--- src/rtl/pattern_scan_ctrl_if.sv ---
// Host-side bundle for the pattern scan controller: configuration, word handshake,
// serial bit stream, match reporting and the scan busy/done status.
interface pattern_scan_ctrl_if #(
  parameter int PAT_W  = 4,
  parameter int WORD_W = 8,
  parameter int CNT_W  = 8
);
  logic              cfg_we_i;
  logic [PAT_W-1:0]  cfg_pattern_i;
  logic              start_i;
  logic              word_valid_i;
  logic [WORD_W-1:0] word_data_i;
  logic              word_last_i;
  logic              word_ready_o;
  logic              bit_out_o;
  logic              bit_valid_o;
  logic              match_o;
  logic [CNT_W-1:0]  match_count_o;
  logic              overflow_o;
  logic              busy_o;
  logic              done_o;

  modport master (
    output cfg_we_i, cfg_pattern_i, start_i, word_valid_i, word_data_i, word_last_i,
    input  word_ready_o, bit_out_o, bit_valid_o, match_o, match_count_o,
           overflow_o, busy_o, done_o
  );

  modport slave (
    input  cfg_we_i, cfg_pattern_i, start_i, word_valid_i, word_data_i, word_last_i,
    output word_ready_o, bit_out_o, bit_valid_o, match_o, match_count_o,
           overflow_o, busy_o, done_o
  );
endinterface

--- src/rtl/pattern_scan_ctrl.sv ---
// Serial pattern scan controller: serializes requester words MSB-first and counts
// overlapping PAT_W-bit pattern matches per scan, reported with a busy/done handshake.
module pattern_scan_ctrl #(
  parameter int               PAT_W   = 4,
  parameter int               WORD_W  = 8,
  parameter int               CNT_W   = 8,
  parameter logic [PAT_W-1:0] RST_PAT = PAT_W'(4'b1010)
) (
  input logic                clk,
  input logic                rst_n,
  pattern_scan_ctrl_if.slave scan
);
  localparam int               IDX_W    = (WORD_W > 1) ? $clog2(WORD_W) : 1;
  localparam int               FILL_W   = $clog2(PAT_W);
  localparam logic [FILL_W-1:0] FILL_MAX = FILL_W'(PAT_W - 1);
  localparam logic [IDX_W-1:0]  IDX_TOP  = IDX_W'(WORD_W - 1);

  typedef enum logic [2:0] {S_IDLE, S_ARM, S_WAIT, S_SHIFT, S_DONE} state_t;

  state_t            state_q, state_d;
  logic [PAT_W-1:0]  pat_q, pat_d;
  logic [WORD_W-1:0] word_q, word_d;
  logic              last_q, last_d;
  logic [IDX_W-1:0]  idx_q, idx_d;
  logic [PAT_W-2:0]  hist_q, hist_d;
  logic [FILL_W-1:0] fill_q, fill_d;
  logic [CNT_W-1:0]  cnt_q, cnt_d;
  logic              ovf_q, ovf_d;
  logic              match_q, match_d;

  logic              cur_bit;
  logic [PAT_W-1:0]  window;
  logic              hit;

  assign cur_bit = word_q[idx_q];
  assign window  = {hist_q, cur_bit};
  // A match needs a full history so the first PAT_W-1 bits of a scan never fire.
  assign hit     = (state_q == S_SHIFT) && (fill_q == FILL_MAX) && (window == pat_q);

  always_comb begin
    state_d = state_q;
    pat_d   = pat_q;
    word_d  = word_q;
    last_d  = last_q;
    idx_d   = idx_q;
    hist_d  = hist_q;
    fill_d  = fill_q;
    cnt_d   = cnt_q;
    ovf_d   = ovf_q;
    match_d = 1'b0;
    case (state_q)
      S_IDLE: begin
        if (scan.cfg_we_i) begin
          pat_d = scan.cfg_pattern_i;
        end
        if (scan.start_i) begin
          state_d = S_ARM;
        end
      end
      S_ARM: begin
        cnt_d   = '0;
        ovf_d   = 1'b0;
        hist_d  = '0;
        fill_d  = '0;
        state_d = S_WAIT;
      end
      S_WAIT: begin
        if (scan.word_valid_i) begin
          word_d  = scan.word_data_i;
          last_d  = scan.word_last_i;
          idx_d   = IDX_TOP;
          state_d = S_SHIFT;
        end
      end
      S_SHIFT: begin
        hist_d = window[PAT_W-2:0];
        if (fill_q != FILL_MAX) begin
          fill_d = fill_q + 1'b1;
        end
        if (hit) begin
          match_d = 1'b1;
          if (&cnt_q) begin
            ovf_d = 1'b1;
          end else begin
            cnt_d = cnt_q + 1'b1;
          end
        end
        if (idx_q == '0) begin
          state_d = last_q ? S_DONE : S_WAIT;
        end else begin
          idx_d = idx_q - 1'b1;
        end
      end
      S_DONE: begin
        state_d = S_IDLE;
      end
      default: begin
        state_d = S_IDLE;
      end
    endcase
  end

  always_ff @(posedge clk or negedge rst_n) begin
    if (!rst_n) begin
      state_q <= S_IDLE;
      pat_q   <= RST_PAT;
      word_q  <= '0;
      last_q  <= 1'b0;
      idx_q   <= '0;
      hist_q  <= '0;
      fill_q  <= '0;
      cnt_q   <= '0;
      ovf_q   <= 1'b0;
      match_q <= 1'b0;
    end else begin
      state_q <= state_d;
      pat_q   <= pat_d;
      word_q  <= word_d;
      last_q  <= last_d;
      idx_q   <= idx_d;
      hist_q  <= hist_d;
      fill_q  <= fill_d;
      cnt_q   <= cnt_d;
      ovf_q   <= ovf_d;
      match_q <= match_d;
    end
  end

  assign scan.word_ready_o  = (state_q == S_WAIT);
  assign scan.bit_valid_o   = (state_q == S_SHIFT);
  assign scan.bit_out_o     = (state_q == S_SHIFT) && cur_bit;
  assign scan.busy_o        = (state_q == S_ARM) || (state_q == S_WAIT) || (state_q == S_SHIFT);
  assign scan.done_o        = (state_q == S_DONE);
  assign scan.match_o       = match_q;
  assign scan.match_count_o = cnt_q;
  assign scan.overflow_o    = ovf_q;
endmodule

--- src/flat_wrapper.sv ---
// flat-port wrapper written by rule: the top's interface ports become plain ports
module pattern_scan_ctrl_flat 
#(
  parameter int               PAT_W   = 4,
  parameter int               WORD_W  = 8,
  parameter int               CNT_W   = 8,
  parameter logic [PAT_W-1:0] RST_PAT = PAT_W'(4'b1010)
)
  (clk, rst_n, scan_cfg_we_i, scan_cfg_pattern_i, scan_start_i, scan_word_valid_i, scan_word_data_i, scan_word_last_i, scan_word_ready_o, scan_bit_out_o, scan_bit_valid_o, scan_match_o, scan_match_count_o, scan_overflow_o, scan_busy_o, scan_done_o);
  pattern_scan_ctrl_if #(.PAT_W(PAT_W), .WORD_W(WORD_W), .CNT_W(CNT_W)) scan_i ();
  input logic clk;
  input logic rst_n;
  input wire logic [$bits(scan_i.cfg_we_i)-1:0] scan_cfg_we_i;
  input wire logic [$bits(scan_i.cfg_pattern_i)-1:0] scan_cfg_pattern_i;
  input wire logic [$bits(scan_i.start_i)-1:0] scan_start_i;
  input wire logic [$bits(scan_i.word_valid_i)-1:0] scan_word_valid_i;
  input wire logic [$bits(scan_i.word_data_i)-1:0] scan_word_data_i;
  input wire logic [$bits(scan_i.word_last_i)-1:0] scan_word_last_i;
  output wire logic [$bits(scan_i.word_ready_o)-1:0] scan_word_ready_o;
  output wire logic [$bits(scan_i.bit_out_o)-1:0] scan_bit_out_o;
  output wire logic [$bits(scan_i.bit_valid_o)-1:0] scan_bit_valid_o;
  output wire logic [$bits(scan_i.match_o)-1:0] scan_match_o;
  output wire logic [$bits(scan_i.match_count_o)-1:0] scan_match_count_o;
  output wire logic [$bits(scan_i.overflow_o)-1:0] scan_overflow_o;
  output wire logic [$bits(scan_i.busy_o)-1:0] scan_busy_o;
  output wire logic [$bits(scan_i.done_o)-1:0] scan_done_o;
  assign scan_i.cfg_we_i = scan_cfg_we_i;
  assign scan_i.cfg_pattern_i = scan_cfg_pattern_i;
  assign scan_i.start_i = scan_start_i;
  assign scan_i.word_valid_i = scan_word_valid_i;
  assign scan_i.word_data_i = scan_word_data_i;
  assign scan_i.word_last_i = scan_word_last_i;
  assign scan_word_ready_o = scan_i.word_ready_o;
  assign scan_bit_out_o = scan_i.bit_out_o;
  assign scan_bit_valid_o = scan_i.bit_valid_o;
  assign scan_match_o = scan_i.match_o;
  assign scan_match_count_o = scan_i.match_count_o;
  assign scan_overflow_o = scan_i.overflow_o;
  assign scan_busy_o = scan_i.busy_o;
  assign scan_done_o = scan_i.done_o;
  pattern_scan_ctrl #(.PAT_W(PAT_W), .WORD_W(WORD_W), .CNT_W(CNT_W), .RST_PAT(RST_PAT)) u_core (.clk(clk), .rst_n(rst_n), .scan(scan_i));
endmodule
--- config.mk ---
export PLATFORM = sky130hd
export DESIGN_NAME = pattern_scan_ctrl_flat
export DESIGN_NICKNAME = d
export VERILOG_FILES = /design/src/rtl/pattern_scan_ctrl_if.sv /design/src/rtl/pattern_scan_ctrl.sv /design/src/flat_wrapper.sv
export SDC_FILE = /design/constraint.sdc
export NUM_CORES = 1
export LEC_CHECK = 0
export CORE_MARGIN = 1.5
export CORE_UTILIZATION = 40
export CTS_CLUSTER_DIAMETER = 80
export DETAILED_ROUTE_END_ITERATION = 16
export SYNTH_ARGS = -nofsm -noshare
export SYNTH_HDL_FRONTEND = slang
export SYNTH_SLANG_ARGS = --single-unit
--- constraint.sdc ---
create_clock -name clk -period 5 [get_ports clk]
set_input_delay 1.5 -clock clk [delete_from_list [all_inputs] [get_ports clk]]
set_output_delay 1.5 -clock clk [all_outputs]
set_load 0.01 [all_outputs]
Word-level counts from Yosys, hierarchy flattened. Cells that the tools add are included. W data, S select, Z words.

Bits in registers: 34. Input bits: 18.

$lt $le $gt $ge: 1. Muxes and demuxes: 21. $add $sub $neg: 3. Reductions and logical operators: 17. Equal/unequal tests: 15.

Operator list (count): $mux W3 (6); $mux W8 (2); $pmux W8 S2 (1); $pmux W3 S2 (2); $pmux W3 S4 (1); $reduce_and A3 Y1 (4); $ne A2 B2 Y1 const B (5); $add A8 B1 Y8 const B (1); $ne A2 B1 Y1 const B (4); $reduce_and A8 Y1 (1); $eq A3 B2 Y1 const B (2); $logic_not A3 Y1 (2); $reduce_and A2 Y1 (3); $mux W1 (5); $eq A4 B4 Y1 (1); $lt A3 B4 Y1 const B (1); $pmux W2 S2 (1); $reduce_bool A2 Y1 (2); $bmux W1 S3 (1); $eq A3 B1 Y1 const B (1); $eq A3 B3 Y1 const B (1); $logic_and A1 B1 Y1 (3); $sub A3 B1 Y3 const B (1); $add A2 B1 Y2 const B (1); other kinds (4) (5).

Depth between registers and ports, before layout.
Word-level depth: 6. Mapped depth: 7.

Least setup slack after synthesis. OpenSTA, ideal clock, no wires.

Path type: flip-flop to output port. Start point: register u_core.idx_q[0]. End point: output port scan_bit_out_o. Stages on the path, launching flop included: 4. Buffers on the path: 0. Arrival: 1.373 ns. Slack: 2.127 ns. Path through: dfrtp_1 -> mux4_1 -> mux2i_4 -> nor3_1.

Cells in the longest elaborated chain, start to end: 3.

RTL lines: from (decl) (RTL line pattern_scan_ctrl.sv:24) `logic [IDX_W-1:0] idx_q, idx_d;`; from (signal assigned) (RTL line pattern_scan_ctrl.sv:120) `idx_q <= idx_d;`; $bmux W1 S3 (RTL line pattern_scan_ctrl.sv:35) `assign cur_bit = word_q[idx_q];`; $mux W1 (implied by the code) (RTL line pattern_scan_ctrl.sv:35); $logic_and A1 B1 Y1 (RTL line pattern_scan_ctrl.sv:131) `assign scan.bit_out_o = (state_q == S_SHIFT) && cur_bit;`; to (decl) (RTL line flat_wrapper.sv:20) `output wire logic [$bits(scan_i.bit_out_o)-1:0] scan_bit_out_o;`.

Every way passes these cells. The select of a mux whose other input is x is not followed.

Worst setup path after layout. Same ends and word-level chain as after synthesis.

==> flow_summary_export.csv <==
group,metric,value,unit
status,status,"finished clean",
die,ios,33,
critical_path,cp.arrival,2.20,ns
layout,drive_gt1_share,14.06,%
critical_path,startpoint,"u_core.idx_q[0]$_DFFE_PN0P_",
critical_path,endpoint,"scan_bit_out_o",
critical_path,cp.required,3.50,ns
timing,hold_viol_final,0,
critical_path,rr_endpoint,"u_core.scan.match_count_o[1]$_DFFE_PN0P_",
timing,slew_violations,0,
layout,fillers,363,
yosys,synth-warning-count,0,
layout,fin_nets,213,
route,detail_route.wl_per_cell,14.67,um
yosys,ys_top_cells_by_area,"dfrtp_1, mux2_2, a31oi_1, dfstp_2, mux4_1",
yosys,yosysMostFrequentCell,"dfrtp_1",
critical_path,critPathCaptureType,"output pin",
yosys,synth-seq-cells,34,
pwr,p_sw_share,38.63,%
yosys,synth_top_cell_area_share,45.94,%
timing,relSlewSlack,35.96,%
pwr,power.share.sequential,38.4,%
route,finalWirelength,3.550,mm
die,coreArea,4086,um2
yosys,synth_fp_nets,179,
clock_network,cts_sinks,34,
clock_network,cts_resized,0,
timing,finalSetupTns,0,ns
yosys,synth_common_cells,"dfrtp_1, nand2_1, mux2_2",
route,drc,0,
clock_network,post_cts_buffers,0,
yosys,syn-cell-area,1743,um2
route,vias,1334,
yosys,ys_async_sr_fraction,100.0,%
clock_network,htree_levels,2,
route,drtPass1Iterations,4,
clock_network,clock_latency,0.28,ns
die,die_height,69.01,um
route,avgViaCountPerCell,5.512,
route,ant_nets,0,
grt,globalRouteTotalUtil,15.77,%
grt,grt_pass1_vias,1363,
grt,antenna_found_initial,0,
placement,routabilityCongestion,0.7726,
yosys,ys_seq_area_share,48.96,%
critical_path,critPathLaunchType,"flip-flop",
yosys,syn_avg_cell_area,11.10,um2
grt,grt_pass1_wl,6.106,mm
timing,skew,0.008429,ns
clock_network,cts.path.max_buffers,2,
pwr,leakage,0.0009338,uW
pwr,internal_power,775.2,uW
clock_network,cts-root-buf,"clkbuf_8",
yosys,yosys.area.top_type,"dfrtp_1",
die,dieArea,4762,um2
timing,worst_slew_pin_slew,0.9473,ns
yosys,synthCells,157,
pwr,clock_power_share,16.7,%
pwr,p_sw,487.9,uW
timing,rsz0062_at_grt,"false",
layout,fin_util,53.86,%
timing,min_period_over_period,74.03,%
layout,diodes,0,
critical_path,worstReg2RegStart,"u_core.state_q[1]$_DFFE_PN0P_",
pwr,peakVddDrop,0.2970,mV
timing,setup_viol,0,
placement,port_buffers,32,
yosys,synth_cell_types,40,
yosys,synthFlopType,"dfrtp_1",
grt,grt_max_degree,35,
flow_run,drv_cap,0,
layout,areaGrowthSynthToFinish,26.27,%
die,placementRows,23,
route,drt_iter0_markers,188,
clock_network,cts_tree,"yes",
die,die_w,69.01,um
yosys,synth_edf_count,0,
clock_network,cts_hold_buf,0,
timing,period_minus_slack,3.701,ns
timing,timing.fmax,270.2,MHz
critical_path,cp_max_fo,5,
critical_path,rr_worst_depth,5,
die,initial_core_util,42.65,%
placement,dp_hpwl,2.584,mm
clock_network,cts.clk_slew.worst_paths,0.07,ns
critical_path,crit_type,"reg -> out",
hold_path,hp-class,"reg -> reg",
critical_path,reg2reg_slack,2.65,ns
pwr,p_comb_share,44.8,%
grt,overflow,0,
clock_network,cts_inserted_buffers,5,
pwr,power_density,573.9,nW/um2
## layout by cell type, fill, tap and decap left out, drive strengths merged, types with 2 or more instances in the layout
master and instances:
nor2b 2, a31oi 11, nor2 7, clkbuf 7
mux4 2, clkdlybuf4s50 32, nand3 6, inv 3
a21oi 5, xor2 4, dfstp 2, dfrtp 32
o21ai 9, and3 5, nand2 14, ha 4
nor4b 2, nor3 8, and2 5, mux2 13
mux2i 3
## kinds of logic (layout without fill, tap and decap cells)
logic type,Yosys count,after routing,share of synthesized area (%)
simple gates,53,53,16.44
compound gates,34,34,12.28
flops,34,34,48.96
mux,18,18,13.85
buf+inv,9,44,2.009
xor+xnor,5,5,3.590
fa+ha+maj,4,4,2.872
## worst min-delay path by stage
stage | from | endpoint | slack (ns) | depth (start not counted)
floorplan | u_core.hist_q[2]$_DFFE_PN0P_ | u_core.hist_q[2]$_DFFE_PN0P_ | 0.47 | 2
finish | u_core.word_q[0]$_DFFE_PN0P_ | u_core.word_q[0]$_DFFE_PN0P_ | 0.51 | 1
CTS | u_core.word_q[0]$_DFFE_PN0P_ | u_core.word_q[0]$_DFFE_PN0P_ | 0.51 | 1
global placement | u_core.word_q[3]$_DFFE_PN0P_ | u_core.word_q[3]$_DFFE_PN0P_ | 0.49 | 1
global route | u_core.word_q[0]$_DFFE_PN0P_ | u_core.word_q[0]$_DFFE_PN0P_ | 0.53 | 1
detailed placement | u_core.word_q[0]$_DFFE_PN0P_ | u_core.word_q[0]$_DFFE_PN0P_ | 0.50 | 1
## routing by layer
layer | up-vias | share of wire, % | track usage, %
met2 | 34 | 54 | 28.53
met4 | 0 | 1.1 | 4.575
met5 | - | 0 | 0
li1 | 651 | - | -
met1 | 644 | 41 | 17.65
met3 | 5 | 3.8 | 4.971
## sequential cells by signal (all words and copies together) (netlist names)
register,flops
u_core.scan.match_count_o,8
u_core.word_q,8
u_core.pat_q,4
u_core.hist_q,3
u_core.idx_q,3
u_core.state_q,3
u_core.fill_q,2
u_core.last_q,1
u_core.scan.match_o,1
u_core.scan.overflow_o,1
## through the flow
stage | power (uW) | cell area (um2) | cells | hold WS (ns) | setup slack [ns]
floorplan | 891.3 | 1743 | 157 | 0.4689 | 2.127
global placement | 1045 | 2110 | 234 | 0.4901 | 1.635
detailed placement | 1065 | 2110 | 234 | 0.4965 | 1.589
CTS | 1276 | 2201 | 242 | 0.5112 | 1.277
global route | 1361 | 2201 | 242 | 0.5285 | 1.139
finish | 1263 | 2201 | 242 | 0.5064 | 1.299
## critical path, stage by stage (launching register included)
cell and delay [ns]:
dfrtp_1 0.44, mux4_1 0.63, mux2i_4 0.26, nor3_1 0.11, clkdlybuf4s50_1 0.50
## cell type report
cell class	instances	area, um2	area share (%)
Tap cell	50	62.56	2.843
Inverter	3	11.26	0.5117
Timing Repair Buffer	33	327.8	14.89
Multi-Input combinational cell	114	854.6	38.83
Clock inverter	1	5.005	0.2274
Sequential cell	34	853.3	38.77
Clock buffer	7	86.33	3.923
## power groups by stage
stage	Sequential (uW)	Combinational (uW)	Clock, uW
2_1_floorplan	456	435	0
3_3_place_gp	484	560	0
3_5_place_dp	492	573	0
4_1_cts	486	577	213
5_1_grt	504	628	229
6_report	485	566	211
(Power assumes the default switching activity.)
